<file path="src/rtl/serial_sub.sv">
// rtl/serial_sub.sv - bit-serial subtractor computing a - b one bit per clock, LSB first
//
// Ports:
//   clk   - clock, all state changes on the rising edge
//   rst   - synchronous active-high reset
//   start - request a subtraction, sampled only while idle
//   a, b  - minuend / subtrahend, captured on the accepting edge
//   busy  - high while bits are being processed
//   done  - one-cycle pulse after the last bit
//   diff  - registered result a - b mod 2^WIDTH
//   bout  - registered final borrow (a < b unsigned)
//   zero  - diff == 0, only with SERIAL_SUB_FLAGS_EN
//   ovf   - two's-complement overflow, only with SERIAL_SUB_FLAGS_EN
module serial_sub #(
    parameter int WIDTH = 8
) (
    input  logic             clk,
    input  logic             rst,
    input  logic             start,
    input  logic [WIDTH-1:0] a,
    input  logic [WIDTH-1:0] b,
    output logic             busy,
    output logic             done,
    output logic [WIDTH-1:0] diff,
`ifdef SERIAL_SUB_FLAGS_EN
    output logic             bout,
    output logic             zero,
    output logic             ovf
`else
    output logic             bout
`endif
);

    localparam int CNT_W = $clog2(WIDTH + 1);
    localparam logic [CNT_W-1:0] LAST = CNT_W'(WIDTH - 1);

    typedef enum logic [1:0] {
        IDLE = 2'd0,
        RUN  = 2'd1,
        DONE = 2'd2
    } state_t;

    state_t           state_q, state_d;
    logic [WIDTH-1:0] a_sh_q, a_sh_d;
    logic [WIDTH-1:0] b_sh_q, b_sh_d;
    logic [WIDTH-1:0] res_q, res_d;
    logic [WIDTH-1:0] diff_q, diff_d;
    logic [CNT_W-1:0] cnt_q, cnt_d;
    logic             br_q, br_d;
    logic             bout_q, bout_d;

    logic             a0, b0, d_bit, br_next;
    logic [WIDTH-1:0] res_next;

`ifdef SERIAL_SUB_FLAGS_EN
    logic zero_q, zero_d;
    logic ovf_q, ovf_d;
`endif

    // One full-subtractor stage on the current LSBs.
    assign a0       = a_sh_q[0];
    assign b0       = b_sh_q[0];
    assign d_bit    = a0 ^ b0 ^ br_q;
    assign br_next  = (~a0 & b0) | (~(a0 ^ b0) & br_q);
    assign res_next = {d_bit, res_q[WIDTH-1:1]};

    always_comb begin
        state_d = state_q;
        a_sh_d  = a_sh_q;
        b_sh_d  = b_sh_q;
        res_d   = res_q;
        diff_d  = diff_q;
        cnt_d   = cnt_q;
        br_d    = br_q;
        bout_d  = bout_q;
`ifdef SERIAL_SUB_FLAGS_EN
        zero_d  = zero_q;
        ovf_d   = ovf_q;
`endif
        case (state_q)
            IDLE: begin
                if (start) begin
                    state_d = RUN;
                    a_sh_d  = a;
                    b_sh_d  = b;
                    res_d   = '0;
                    cnt_d   = '0;
                    br_d    = 1'b0;
                end
            end
            RUN: begin
                a_sh_d = a_sh_q >> 1;
                b_sh_d = b_sh_q >> 1;
                res_d  = res_next;
                br_d   = br_next;
                cnt_d  = cnt_q + CNT_W'(1);
                if (cnt_q == LAST) begin
                    state_d = DONE;
                    diff_d  = res_next;
                    bout_d  = br_next;
`ifdef SERIAL_SUB_FLAGS_EN
                    // On the last bit the LSBs are the operand sign bits
                    // and d_bit is the result sign bit.
                    zero_d  = (res_next == '0);
                    ovf_d   = (a0 ^ b0) & (d_bit ^ a0);
`endif
                end
            end
            DONE: state_d = IDLE;
            default: state_d = IDLE;
        endcase
    end

    always_ff @(posedge clk) begin
        if (rst) begin
            state_q <= IDLE;
            a_sh_q  <= '0;
            b_sh_q  <= '0;
            res_q   <= '0;
            diff_q  <= '0;
            cnt_q   <= '0;
            br_q    <= 1'b0;
            bout_q  <= 1'b0;
`ifdef SERIAL_SUB_FLAGS_EN
            zero_q  <= 1'b0;
            ovf_q   <= 1'b0;
`endif
        end else begin
            state_q <= state_d;
            a_sh_q  <= a_sh_d;
            b_sh_q  <= b_sh_d;
            res_q   <= res_d;
            diff_q  <= diff_d;
            cnt_q   <= cnt_d;
            br_q    <= br_d;
            bout_q  <= bout_d;
`ifdef SERIAL_SUB_FLAGS_EN
            zero_q  <= zero_d;
            ovf_q   <= ovf_d;
`endif
        end
    end

    assign busy = (state_q == RUN);
    assign done = (state_q == DONE);
    assign diff = diff_q;
    assign bout = bout_q;
`ifdef SERIAL_SUB_FLAGS_EN
    assign zero = zero_q;
    assign ovf  = ovf_q;
`endif

endmodule

</file>
<file path="config.mk">
export PLATFORM = sky130hd
export DESIGN_NAME = serial_sub
export DESIGN_NICKNAME = d
export VERILOG_FILES = /design/src/rtl/serial_sub.sv
export SDC_FILE = /design/constraint.sdc
export NUM_CORES = 1
export LEC_CHECK = 0
export CAP_MARGIN = 20
export CORE_ASPECT_RATIO = 1.25
export CORE_UTILIZATION = 47
export DETAILED_ROUTE_END_ITERATION = 8
export PLACE_DENSITY = 0.75
export SLEW_MARGIN = 30
export SYNTH_ARGS = -nofsm -noshare
export SYNTH_HDL_FRONTEND = slang
export SYNTH_SLANG_ARGS = --single-unit
</file>
<file path="constraint.sdc">
create_clock -name clk -period 1.26 [get_ports clk]
set_input_delay 0.252 -clock clk [delete_from_list [all_inputs] [get_ports clk]]
set_output_delay 0.252 -clock clk [all_outputs]
set_load 0.03 [all_outputs]
</file>
# After elaboration in Yosys (flattened, before gate mapping)
# Cells that the tools add are included.
# Widths: inputs -> output; s select.
# classes
add_sub_neg	1
eq_ne	5
n_mux	13
n_bitwise	7
reduce_logical	5
# op_table
cell	n
$pmux 8 s2	3
$mux 8	3
$pmux 4 s2	1
$reduce_and 2->1	3
$add 4x1->4 const B	1
$eq 4x3->1 const B	1
$mux 2	2
$mux 4	1
$pmux 2 s2	1
$and 1x1->1	2
$eq 2x1->1 const B	1
$eq 2x2->1 const B	1
$logic_not 2->1	1
$ne 2x1->1 const B	1
$ne 2x2->1 const B	1
$not 1->1	2
$pmux 1 s2	1
$reduce_bool 2->1	1
$xor 1x1->1	2
$mux 1	1
$or 1x1->1	1
# totals
register_bits	40
input_bits	19
out_inout_bits	11
elab_cells	39

# Logic depth before layout (Yosys ltp)
# logic_depth
word_depth	5
depth_mapped	6
depth_no_buf	4

# Worst setup path before layout
# OpenSTA, ideal clock, no wires.
# synth_path
kind	reg-to-output
start	reg state_q[1]
end	out done
arrival_time_ns	1.191
required_time_ns	1.008
path_slack_ns	-0.183
path_stages_with_launch	4
path_buffers	2
cell_sequence	dfxtp_1 > buf_2 > buf_2 > nor2b_1
# synth_between
elab_chain_len	1
# synth_rtl
item	line	source
from (decl)	43	state_t state_q, state_d;
from (signal assigned)	129	state_q <= state_d;
$eq 2x2->1	145	assign done = (state_q == DONE);
to (decl)	23	output logic done,
# No other way between the ends.

# Worst setup path in the final report
# Same ends and word-level chain as after synthesis.

==> flow_metrics.tcl <==
set metrics [dict create \
    avgViaCountPerCell 5.534 \
    grt_max_degree 26 \
    whs_path_depth 2 \
    gp_congestion 0.7952 \
    cp_max_fo 4 \
    fmax_mhz 784.2 \
    clk_path_buf_depth 2 \
    drt-pass1-iter-count 6 \
    min_from "diff[3]$_SDFFE_PP0P_" \
    yosysSeqAreaShare_pct 43.55 \
    cts_max_level 2 \
    nets 290 \
    drtIter0Drc 103 \
    maxSlewViolCount 0 \
    critical-path-top-delay-family "flip-flops" \
    min_path_type "register to register" \
    start_util_pct 50.18 \
    grt_pass1_wl_mm 7.369 \
    endpoint "done" \
    grt-ovfl-total 0 \
    ir_drop_mv 0.7066 \
    worstReg2RegStart "state_q[1]$_SDFFE_PP0P_" \
    num_io_pins 30 \
    antennaDiodeCount 0 \
    die_area_um2 4068 \
    layout_setup_ws_ns -0.01523 \
    ant_nets 0 \
    synth_top_family_by_area "compound AO/OA/AOI/OAI gates" \
    synth-xor-area-share_pct 0 \
    rows 24 \
    layout_min_cycle_time_ns 1.275 \
    startpoint "state_q[1]$_SDFFE_PP0P_" \
    yosys.area_share.adder_pct 1.814 \
    crit_chain "buf_12 -> nor2b_4 -> buf_6" \
    crit_arrival_ns 1.02 \
    muxShareOfSynthArea_pct 0 \
    insertion_delay_ns 0.29 \
    die_h_um 71.06 \
    tightest_slew_ns 0.2701 \
    portBuffers 29 \
    r2r_slack_ns 0 \
    cts_tree "built" \
    critPathCaptureType "output pin" \
    cp-start-kind "register" \
    rsz0062_at_grt "true" \
    hold_buffers 0 \
    yosysWarnings 0 \
    dp_hpwl_mm 2.747 \
    clk_pin_slew_ns 0.08 \
    crit_type "register to output pin" \
    reg2regPathDepth 6 \
    synth-simple-area-share_pct 16.75 \
    numCtsBuffers 5 \
    crit_buf_inv 2 \
    synthDistinctLibCells 31 \
    max_stage_delay_ns 0.36 \
    status "finished with violations" \
    syn_inst 217 \
    slew_headroom_pct 81.96 \
    regToRegEndpoint "res_q[5]$_SDFFE_PP0P_" \
    post-route-drc-count 3 \
    cellPowerDensity_nw_per_um2 1082 \
    grt_antenna_before_repair 0 \
    setup_viol 2 \
    grt_usage_pct 23.33 \
    synth-compound-area-share_pct 29.24 \
    layout_common_cells "a21oi_1, buf_4, dfxtp_1" \
    cts.sinks 39 \
    wl_per_cell_um 14.66 \
    drv_cap 0 \
    area_growth_pct 44.66 \
    violations "design-rule violations, negative setup slack" \
    cp.required_ns 1.01 \
    tns_ns -0.02408 \
    num_vias 1710 \
    crit_path_top_delay_cell "dfxtp_4" \
    fin_crit_sh_pct 101.2 \
    grt_pass1_vias 1689 \
    crit_cells 3 \
    synth_area_per_cell_um2 8.263 \
    final_common_cell "a21oi_1" \
    utilization_pct 72.58 \
    fp.dieW_um 57.25 \
    syn_area_um2 1793 \
    core_area_um2 3573 \
    leakage_nw 1.053 \
    fillers 270 \
    totalWireLength_mm 4.531 \
    syn_nets 238 \
    drive_gt1_share_pct 35.19 \
    root_buffer "clkbuf_8" \
    hold_viol_final 0 \
    synth_seq_cells 39 \
    clock_skew_ns 0.008548 \
]
## what timing repair did
item / CTS / global route
cloned: 1 / 1
setup endpoints to repair: 30 / 40
resized for setup: 11 / 27
pin swaps: 1 / 4
hold endpoints to repair: 0 / 0
buffers inserted: 7 / 2
## flip-flops by register name (all words and copies together), names as in the netlist
register / count
a_sh_q: 8
b_sh_q: 8
diff: 8
res_q: 7
cnt_q: 4
state_q: 2
bout: 1
br_q: 1
## worst min-delay path, cell delays in order, from the launching register on
cell and delay [ns]:
dfxtp_1 0.31, o31ai_1 0.06, a21oi_1 0.06
## layer usage
metal  part of all wire (%)  global-route usage [%]  up-vias
met5                      0                       0        -
met3                    3.2                   4.936        5
met2                     52                   41.44       31
met4                    1.2                   9.485        0
li1                       -                       -      871
met1                     44                   26.93      803
## synthesized netlist by cell type
master     count  area share (%)
dfxtp_1       39              44
a21oi_1       38              11
nor2_1        35             7.3
inv_1         14             2.9
o221a_2       12             7.5
buf_2         10             2.8
nand3_1       10             2.8
a22oi_1        8             3.3
o31ai_1        8             3.3
clkbuf_1       7             1.5
nand2_1        4            0.84
nor2b_1        4             1.4
buf_4          3             1.3
nand2b_1       3             1.0
nor3_1         3            0.84
a211oi_1       2            0.84
o22ai_1        2            0.70
or3b_2         2            0.98
a2bb2oi_1      1            0.49
a311oi_1       1            0.49
a31oi_1        1            0.35
and3b_1        1            0.49
fa_1           1             1.1
ha_1           1            0.70
inv_2          1            0.21
nor4_1         1            0.35
o211a_1        1            0.56
o21ba_2        1            0.56
o21bai_1       1            0.42
or2_2          1            0.35
or3_1          1            0.35
## per-stage QoR
step	power [W]	cell area [um2]	cells	worst slack, ns	hold WS (ns)
3_5_place_dp	0.001737	2246	291	-0.3085	0.4565
2_1_floorplan	0.001578	1800	217	0.0009162	0.4356
6_report	0.002807	2594	309	-0.01523	0.4639
5_1_grt	0.002946	2594	309	-0.05179	0.4944
4_1_cts	0.002798	2477	307	-0.02604	0.4692
3_3_place_gp	0.001730	2246	291	-0.2901	0.4557
## cell families (layout without fill, tap and decap cells)
family,after synthesis,count (layout)
buffers and inverters,35,88
AOI/OAI and AO/OA,76,76
adders and majority gates,2,2
and+or+nand+nor,65,65
DFF,39,39
## power by group
group | total [W] | switching [W] | internal (W)
registers | 0.00133 | 0.0000449 | 0.00128
clock network | 0.00103 | 0.000446 | 0.000589
logic | 0.000443 | 0.000205 | 0.000238
## cell type report
class / count / area [um2] / share of cell area [%]
Clock buffer: 5 / 68.82 / 2.653
Tap cell: 39 / 48.80 / 1.881
Sequential cell: 39 / 789.5 / 30.44
Inverter: 15 / 58.81 / 2.267
Timing Repair Buffer: 65 / 620.6 / 23.93
Multi-Input combinational cell: 143 / 963.4 / 37.14
Clock inverter: 3 / 43.79 / 1.688
## how the worst min path moves through the flow
stage | end | slack (ns)
floorplan | a_sh_q[7]$_SDFFE_PP0P_ | 0.44
global placement | diff[3]$_SDFFE_PP0P_ | 0.46
detailed placement | diff[3]$_SDFFE_PP0P_ | 0.46
CTS | diff[3]$_SDFFE_PP0P_ | 0.47
global route | diff[6]$_SDFFE_PP0P_ | 0.49
finish | diff[3]$_SDFFE_PP0P_ | 0.46
No activity file was read; power rests on OpenSTA's default activity.
